===== src/rtl/halt_report_writer_pkg.sv =====
// Shared constants and FSM state type for the halt report writer.
// Holds the ASCII glyphs, the default halt opcode and the report layout.
package report_pkg;

  localparam logic [7:0] CH_PLUS  = 8'h2B;
  localparam logic [7:0] CH_MINUS = 8'h2D;
  localparam logic [7:0] CH_SPACE = 8'h20;

  localparam logic [5:0] HALT_OP_DEF = 6'b111111;

  localparam logic [4:0] LINE_W     = 5'd16;
  localparam logic [3:0] HEX_COL0   = 4'd2;
  localparam logic [3:0] HEX_DIGITS = 4'd8;

  typedef enum logic [1:0] {
    IDLE  = 2'd0,
    WRITE = 2'd1,
    DONE  = 2'd2
  } state_e;

endpackage


===== src/rtl/halt_report_writer_hex_ascii.sv =====
// Nibble to uppercase ASCII hex digit converter.
// Purely combinational.
module hex_ascii (
  input  logic [3:0] nibble,
  output logic [7:0] ascii
);

  // 0-9 map to '0'..'9', 10-15 map to 'A'..'F'
  always_comb begin
    if (nibble < 4'd10) begin
      ascii = 8'h30 + {4'h0, nibble};
    end else begin
      ascii = 8'h37 + {4'h0, nibble};
    end
  end

endmodule


===== src/rtl/halt_report_writer.sv =====
// Captures self-check values on the write-stage halt and streams a 4x16
// ASCII pass/fail report into the display character buffer.
module halt_report_writer
  import report_pkg::*;
#(
  parameter logic [5:0]  HALT_OP = HALT_OP_DEF,
  parameter logic [31:0] EXP0    = 32'd55,
  parameter logic [31:0] EXP1    = 32'd987,
  parameter logic [31:0] EXP2    = 32'd97,
  parameter logic [31:0] EXP3    = 32'h00000315
) (
  input  logic        sysclk,
  input  logic        rstd,
  input  logic [5:0]  op_w,
  input  logic [31:0] count,
  input  logic [31:0] val0,
  input  logic [31:0] val1,
  input  logic [31:0] val2,
  input  logic [31:0] val3,
  input  logic        wr_ready,
  output logic        we,
  output logic [5:0]  write_addr,
  output logic [7:0]  write_data,
  output logic        busy,
  output logic        done,
  output logic        pass,
  output logic [31:0] cycles
);

  state_e            state_q, state_d;
  logic [5:0]        idx_q, idx_d;
  logic [3:0][31:0]  cap_q, cap_d;
  logic [3:0]        match_q, match_d;
  logic [31:0]       cycles_q, cycles_d;
  logic              we_q, we_d;
  logic              busy_q, busy_d;
  logic              done_q, done_d;
  logic              pass_q, pass_d;

  logic [1:0]        line_s;
  logic [3:0]        col_s;
  logic [31:0]       line_val_s;
  logic [3:0]        nibble_s;
  logic [7:0]        hex_ch_s;
  logic [7:0]        char_s;

  // Next-state logic: capture on halt, advance on accepted writes
  always_comb begin
    state_d  = state_q;
    idx_d    = idx_q;
    cap_d    = cap_q;
    match_d  = match_q;
    cycles_d = cycles_q;
    we_d     = we_q;
    busy_d   = busy_q;
    done_d   = done_q;
    pass_d   = pass_q;
    case (state_q)
      IDLE: begin
        if (op_w == HALT_OP) begin
          cap_d    = {val3, val2, val1, val0};
          match_d  = {val3 == EXP3, val2 == EXP2, val1 == EXP1, val0 == EXP0};
          cycles_d = count + 32'd1;
          idx_d    = 6'd0;
          state_d  = WRITE;
          we_d     = 1'b1;
          busy_d   = 1'b1;
        end else begin
          state_d = IDLE;
        end
      end
      WRITE: begin
        if (we_q && wr_ready) begin
          if (idx_q == 6'd63) begin
            state_d = DONE;
            we_d    = 1'b0;
            busy_d  = 1'b0;
            done_d  = 1'b1;
            pass_d  = &match_q;
          end else begin
            idx_d = idx_q + 6'd1;
          end
        end else begin
          state_d = WRITE;
        end
      end
      DONE: begin
        state_d = DONE;
      end
      default: begin
        state_d = IDLE;
        we_d    = 1'b0;
        busy_d  = 1'b0;
        done_d  = 1'b0;
        pass_d  = 1'b0;
      end
    endcase
  end

  // State and capture registers
  always_ff @(posedge sysclk or negedge rstd) begin
    if (!rstd) begin
      state_q  <= IDLE;
      idx_q    <= 6'd0;
      cap_q    <= '0;
      match_q  <= 4'h0;
      cycles_q <= 32'd0;
      we_q     <= 1'b0;
      busy_q   <= 1'b0;
      done_q   <= 1'b0;
      pass_q   <= 1'b0;
    end else begin
      state_q  <= state_d;
      idx_q    <= idx_d;
      cap_q    <= cap_d;
      match_q  <= match_d;
      cycles_q <= cycles_d;
      we_q     <= we_d;
      busy_q   <= busy_d;
      done_q   <= done_d;
      pass_q   <= pass_d;
    end
  end

  assign line_s     = idx_q[5:4];
  assign col_s      = idx_q[3:0];
  assign line_val_s = cap_q[line_s];

  // Column 2 shows the most significant nibble, column 9 the least
  always_comb begin
    case (col_s)
      4'd2:    nibble_s = line_val_s[31:28];
      4'd3:    nibble_s = line_val_s[27:24];
      4'd4:    nibble_s = line_val_s[23:20];
      4'd5:    nibble_s = line_val_s[19:16];
      4'd6:    nibble_s = line_val_s[15:12];
      4'd7:    nibble_s = line_val_s[11:8];
      4'd8:    nibble_s = line_val_s[7:4];
      default: nibble_s = line_val_s[3:0];
    endcase
  end

  hex_ascii u_hex_ascii (
    .nibble (nibble_s),
    .ascii  (hex_ch_s)
  );

  // Character for the current index: flag, gap, eight hex digits, padding
  always_comb begin
    char_s = CH_SPACE;
    if (col_s == 4'd0) begin
      char_s = match_q[line_s] ? CH_PLUS : CH_MINUS;
    end else if ((col_s >= HEX_COL0) && (col_s < (HEX_COL0 + HEX_DIGITS))) begin
      char_s = hex_ch_s;
    end else begin
      char_s = CH_SPACE;
    end
  end

  assign we         = we_q;
  assign write_addr = idx_q;
  assign write_data = we_q ? char_s : CH_SPACE;
  assign busy       = busy_q;
  assign done       = done_q;
  assign pass       = pass_q;
  assign cycles     = cycles_q;

endmodule

===== config.mk =====
export PLATFORM = sky130hd
export DESIGN_NAME = halt_report_writer
export DESIGN_NICKNAME = d
export VERILOG_FILES = /design/src/rtl/halt_report_writer_pkg.sv /design/src/rtl/halt_report_writer_hex_ascii.sv /design/src/rtl/halt_report_writer.sv
export SDC_FILE = /design/constraint.sdc
export NUM_CORES = 1
export LEC_CHECK = 0
export BUFFER_PORTS_ARGS = -buffer_cell sky130_fd_sc_hd__clkbuf_2
export CORE_UTILIZATION = 49
export CTS_CLUSTER_SIZE = 8
export DETAILED_ROUTE_END_ITERATION = 7
export PLACE_DENSITY = 0.77
export SLEW_MARGIN = 20
export SYNTH_ARGS = -nofsm -noshare
export SYNTH_HDL_FRONTEND = slang
export SYNTH_HIERARCHICAL = 1
export SYNTH_SLANG_ARGS = --single-unit

===== constraint.sdc =====
create_clock -name sysclk -period 2.85 [get_ports sysclk]
set_clock_uncertainty 0.05 [all_clocks]
set_input_delay 0.1425 -clock sysclk [delete_from_list [all_inputs] [get_ports sysclk]]
set_output_delay 0.1425 -clock sysclk [all_outputs]
set_load 0.02 [all_outputs]

Word-level counts from Yosys, hierarchy flattened
Cells that the tools add are included.
Widths: inputs -> output; s select.
{"block": "word_totals", "regBits": 175, "in_bits": 169}
{"block": "classes", "n_reduce_logical": 11, "n_lt_le_gt_ge": 4, "bitwise": 2, "eq_ne": 20, "add_sub_neg": 4, "n_mux": 28}
{"cell": "$bmux 32 s2", "n": 1}
{"cell": "$eq 32x10->1 const B", "n": 2}
{"cell": "$add 32x1->32 const B", "n": 1}
{"cell": "$eq 32x6->1 const B", "n": 1}
{"cell": "$eq 32x7->1 const B", "n": 1}
{"cell": "$mux 32", "n": 1}
{"cell": "$mux 8", "n": 4}
{"cell": "$pmux 4 s7", "n": 1}
{"cell": "$mux 6", "n": 3}
{"cell": "$eq 4x3->1 const B", "n": 4}
{"cell": "$add 6x4->7 const A", "n": 2}
{"cell": "$eq 6x6->1 const B", "n": 2}
{"cell": "$pmux 6 s2", "n": 1}
{"cell": "$reduce_and 4->1", "n": 3}
{"cell": "$mux 1", "n": 9}
{"cell": "$eq 4x2->1 const B", "n": 2}
{"cell": "$lt 4x4->1 const B", "n": 2}
{"cell": "$ne 2x2->1 const B", "n": 4}
{"cell": "$add 6x1->6 const B", "n": 1}
{"cell": "$pmux 2 s3", "n": 1}
{"cell": "$eq 4x4->1 const B", "n": 1}
{"cell": "$ge 4x2->1 const B", "n": 1}
{"cell": "$logic_not 4->1", "n": 1}
{"cell": "$mux 2", "n": 2}
{"cell": "other kinds (15)", "n": 18}

Longest topological paths before layout
{"block": "depth", "depth_word": 8, "mapped_depth": 13, "ltp_nobuf": 12}

Modules after synthesis
The synthesis kept the hierarchy.
{"module": "halt_report_writer", "area_each_um2": 8891.0, "cells_each": 1024, "instances": 1}
{"module": "hex_ascii", "area_each_um2": 105.1, "cells_each": 16, "instances": 1}

Worst setup path before layout
OpenSTA, ideal clock, no wires.
{"block": "synth_timing", "kind": "register to output", "startpoint": "reg idx_q[4], in the netlist write_addr[4]", "endpoint": "out write_data[1]", "stages_incl_launch_ff": 13, "t_arrival_ps": 3024, "path_buffers": 3, "path_slack_ps": -366, "required_ps": 2658, "path_cell_list": "dfrtp_1 -> buf_2 -> buf_2 -> buf_1 -> mux2i_1 -> o22ai_1 -> nor2_1 -> nand3_1 -> inv_1 -> ha_1 -> a21oi_1 -> nand3_1 -> a21boi_0"}
{"block": "synth_via", "elab_chain_cells": 8, "word_cells_on_any_way": 13}
{"item": "start, declared", "line": "halt_report_writer.sv:31", "rtl": "logic [5:0] idx_q, idx_d;"}
{"item": "start signal, assigned", "line": "halt_report_writer.sv:114", "rtl": "idx_q <= idx_d;"}
{"item": "$bmux 32 s2 *", "line": "halt_report_writer.sv:127", "rtl": "assign line_val_s = cap_q[line_s];"}
{"item": "$mux 32 (not written as such) *", "line": "halt_report_writer.sv:127"}
{"item": "$pmux 4 s7 *", "line": "halt_report_writer.sv:131", "rtl": "case (col_s)"}
{"item": "named net nibble_s[1]", "line": "halt_report_writer.sv:43", "rtl": "logic [3:0] nibble_s;"}
{"item": "$add 6x4->7, or another cell as far along", "line": "halt_report_writer_hex_ascii.sv:13", "rtl": "ascii = 8'h37 + {4'h0, nibble};"}
{"item": "$mux 8 *", "line": "halt_report_writer_hex_ascii.sv:10", "rtl": "if (nibble < 4'd10) begin"}
{"item": "named net hex_ch_s[1]", "line": "halt_report_writer.sv:44", "rtl": "logic [7:0] hex_ch_s;"}
{"item": "$mux 8 *", "line": "halt_report_writer.sv:153", "rtl": "end else if ((col_s >= HEX_COL0) && (col_s < (HEX_COL0 + HEX_DIGITS))) begin"}
{"item": "$mux 8 *", "line": "halt_report_writer.sv:151", "rtl": "if (col_s == 4'd0) begin"}
{"item": "$mux 8 *", "line": "halt_report_writer.sv:162", "rtl": "assign write_data = we_q ? char_s : CH_SPACE;"}
{"item": "end, declared", "line": "halt_report_writer.sv:23", "rtl": "output logic [7:0] write_data,"}
The timed path passes the listed nets; every way through them passes the cells marked *. The select of a mux whose other input is x is not followed.

Final worst setup path
{"block": "layout_timing", "startpoint": "reg idx_q[0], in the netlist write_addr[0]", "endpoint": "out write_data[2]"}
{"block": "layout_via", "elab_chain_cells": 7, "word_cells_on_any_way": 19}
{"item": "$eq 4x4->1, or another cell as far along", "line": "halt_report_writer.sv:131"}
{"item": "$pmux 4 s7 *", "line": "halt_report_writer.sv:131"}
{"item": "named net nibble_s[1]", "line": "halt_report_writer.sv:43"}
{"item": "$add 6x4->7, or another cell as far along", "line": "halt_report_writer_hex_ascii.sv:13"}
{"item": "$mux 8 *", "line": "halt_report_writer_hex_ascii.sv:10"}
{"item": "named net hex_ch_s[2]", "line": "halt_report_writer.sv:44"}
{"item": "$mux 8 *", "line": "halt_report_writer.sv:153"}
{"item": "$mux 8 *", "line": "halt_report_writer.sv:151"}
{"item": "$mux 8 *", "line": "halt_report_writer.sv:162"}
The timed path passes the listed nets; every way through them passes the cells marked *.

==> summary.md <==
| Metric | Value |
|---|---|
| Worst vdd ir | `438 µV` |
| Number of max-cap violations | `0` |
| Sequential share of the synthesized area | `between 40 and 50%` |
| Failing checks | `negative setup slack` |
| RSZ-0062 raised after global routing | `yes` |
| Max-slew headroom | `around two fifths` |
| Clk sinks | `around 180` |
| DR vias | `between 9,000 and 10,000` |
| Library cells used by synthesis | `54` |
| Top-area cell type share of the netlist area | `48.7%` |
| Commonest register cell after synthesis | `dfrtp_1` |
| Largest stage delay, worst path | `440 ps` |
| GRT Total Usage | `34.9%` |
| H-Tree Level Count | `4` |
| First-pass GRT wire length | `49.4 mm` |
| Vias/cell | `5.82` |
| Net count after synthesis | `1,215` |
| Number of I/O port buffers | `217` |
| Final Cycle Share | `116%` |
| Critical Path AT | `3110 ps` |
| CORE AREA | `0.0180 mm²` |
| Die height | `137 µm` |
| Syn Inst Count | `1,040` |
| Mapped cell area | `about 0.0090 mm²` |
| Setup_tns | `-1940 ps` |
| Leading area contributor after synthesis | `dfrtp_1` |
| Initial antenna violation count | `0` |
| Pins Over Slew Limit | `0` |
| CP Cell Sequence | `inv_4 > ha_4 > buf_6 > nand4b_1 > buf_4 > o22ai_2 > nor4_2 > nand3_2 > buf_4 > nor2b_1 > mux2_4 > and3_4 > o21a_4 > buf_8` |
| Clock tree buffer depth | `2` |
| Status | `finished, violations left` |
| DRC viols | `0` |
| I/O pins | `219` |
| Final WL | `32.6 mm` |
| Final Hold Fails | `0` |
| CP max FO | `6` |
| Synthesis-stage register bit count | `175` |
| Most frequent CP cell | `buf_4` |
| Number of flops mapped to enable cells by yosys | `0` |
| DP Area | `0.0106 mm²` |
| Share of cells above drive strength 1 | `around 29%` |
| LEAKAGE | `6.42 nW` |
| Final cell count without fillers | `1,692` |
| Fin util | `75.4%` |
| Final #Nets | `1,625` |
| DP HPWL | `approximately 19 mm` |
| Mean Syn Cell Area | `approximately 8.7 µm²` |
| Cell count after placement | `1,477` |
| Crit-path slowest cell | `dfrtp_2` |
| Worst Tran Pin Value | `871 ps` |
| Tmin final | `3300 ps` |
| Final worst slack | `-454 ps` |
| Die Wd | `137 µm` |
| # diodes | `0` |
| GRT overflow | `0` |
| Number of synthesis warnings | `6` |
| Wire length per cell | `just under 20 µm` |
| HP Class | `input port to register` |
| CP Buf/Inv Count | `5` |
| Pwr Density | `a little over 600 mW/mm²` |
| Top post-synthesis cells by area | `dfrtp_1 (49%), nand2_1 (18%), mux2i_1 (6.5%)` |
| CP required | `2660 ps` |
| Final setup vio count | `7` |
| # rows | `49` |
| Drt first pass iters | `5` |
| Iteration-0 DRC Markers | `1,077` |
| Post-DRT Antenna Nets | `0` |
| Largest net degree at the start of global routing | `174` |
| Num CTS Buffers | `17` |
| Clock Latency Late Sink | `430 ps` |
| Worst slack at placement | `-169 ps` |
| Syn-to-layout area delta | `50.7%` |
| Clk slew on worst S/H paths | `~70 ps` |
| Family with the most delay on the worst path | `simple AND/OR/NAND/NOR gates` |
| Fmax | `between 300 and 400 MHz` |
| CTS tree | `built` |
| Ys async rst share | `100%` |
| Vias in the first global route | `9,259` |
| Finished Cell Area | `around 0.014 mm²` |
| Power consumption | `8.36 mW` |
| Crit path capture type | `output port` |
| GP Congestion | `0.898` |
| DIE AREA | `0.0189 mm²` |
| Critical Path Start Type | `register` |
| Initial Utilization | `50.1%` |
| Hold Slack | `17.2 ps` |
| CTS root buffer | `clkbuf_16` |
| CP Class | `register to output port` |
## worst register-to-register path, cell delays in order, from the launching register on
cell,delay (ps)
dfrtp_1,510
nor4bb_1,600
nand2_4,110
buf_12,240
o41ai_1,830
## power breakdown
part / internal, mW / switching (mW)
registers: 2.95 / 0.379
logic: 1.26 / 1.41
clock network: 1.31 / 1.05
total: 5.52 / 2.84
## final timing paths
path	endpoint	cells past startpoint	start	slack, ps
worst max-delay path	write_data[2]	14	write_addr[0]	-450
worst min-delay path	cycles[7]	3	count[7]	20
worst max register to register	match_q[1]	4	state_q[0]	360
worst min register to register	cap_q[88]	2	cap_q[88]	430
max in group asynchronous	cap_q[70]	3	rstd	1600
min in group asynchronous	done	2	rstd	240
## sequential cells by signal, indices dropped and copies added, names as in the netlist
register	cells
busy	1
cap_q	128
cycles	32
done	1
match_q	4
pass	1
state_q	2
write_addr	6
## cells in the final DEF (no fill, tap or decap), types with 24 or more instances in the layout
cell,count
buf_4,64
nand2_1,427
dlygate4sd3_1,149
nor2_1,25
dfrtp_1,171
clkbuf_2,209
nor4_1,24
mux2i_1,43
o21ai_0,27
## logic make-up after synthesis
logic type / synth area share, %
AND/OR/NAND/NOR: 30.2
flip-flops: 48.7
AO/OA/AOI/OAI: 7.64
buffers and inverters: 3.18
multiplexers: 7.96
XOR/XNOR: 1.46
adder cells (fa/ha/maj): 0.834
other: 0.0417
## cell usage after synthesis, types with 3 or more instances
| library cell | n |
|---|---|
| nor2_1 | 29 |
| mux2i_1 | 58 |
| and2_1 | 3 |
| buf_2 | 6 |
| nand4bb_1 | 4 |
| nand2b_1 | 6 |
| buf_1 | 8 |
| ha_1 | 6 |
| and3_1 | 4 |
| or3_1 | 7 |
| nor3_1 | 8 |
| or4_1 | 10 |
| xor2_1 | 4 |
| a31oi_1 | 16 |
| mux4_2 | 5 |
| nor4b_1 | 5 |
| nand3_1 | 21 |
| o31ai_1 | 13 |
| a21boi_0 | 3 |
| o21a_1 | 4 |
| or4bb_1 | 4 |
| nor4_1 | 27 |
| xnor2_1 | 11 |
| o21ai_0 | 28 |
| clkbuf_1 | 39 |
| nand4_1 | 17 |
| nand4b_1 | 7 |
| dfrtp_1 | 175 |
| nor2b_1 | 3 |
| inv_1 | 9 |
| nor4bb_1 | 3 |
| o22ai_1 | 29 |
| o311ai_0 | 3 |
| a21oi_1 | 10 |
| nand2_1 | 428 |
| and4_1 | 5 |
## layout make-up
| type | count | area (µm²) |
|---|---|---|
| timing repair buffer | 449 | 3410 |
| tap | 229 | 287 |
| sequential | 175 | 4390 |
| inverter | 9 | 38.8 |
| clock inverter | 13 | 153 |
| fill | 1160 | 4410 |
| clock buffer | 19 | 433 |
| multi-input combinational | 798 | 4850 |
## metal layers
metal | vias up | wire length [µm] | GRT usage [%]
met5 | - | 0 | 0
met4 | 0 | 1420 | 15.6
met3 | 138 | 2720 | 9.35
met2 | 590 | 15700 | 54.4
met1 | 4721 | 12700 | 45.4
li1 | 4400 | - | -
## timing repair
action                     CTS  global route
setup buffers                9            29
hold endpoints to repair   219             0
hold buffers               149             0
gates cloned                 1             0
setup endpoints to repair    7             7
pin swaps                   31            25
resized for setup           79            47
No activity file was read; power rests on OpenSTA's default activity.
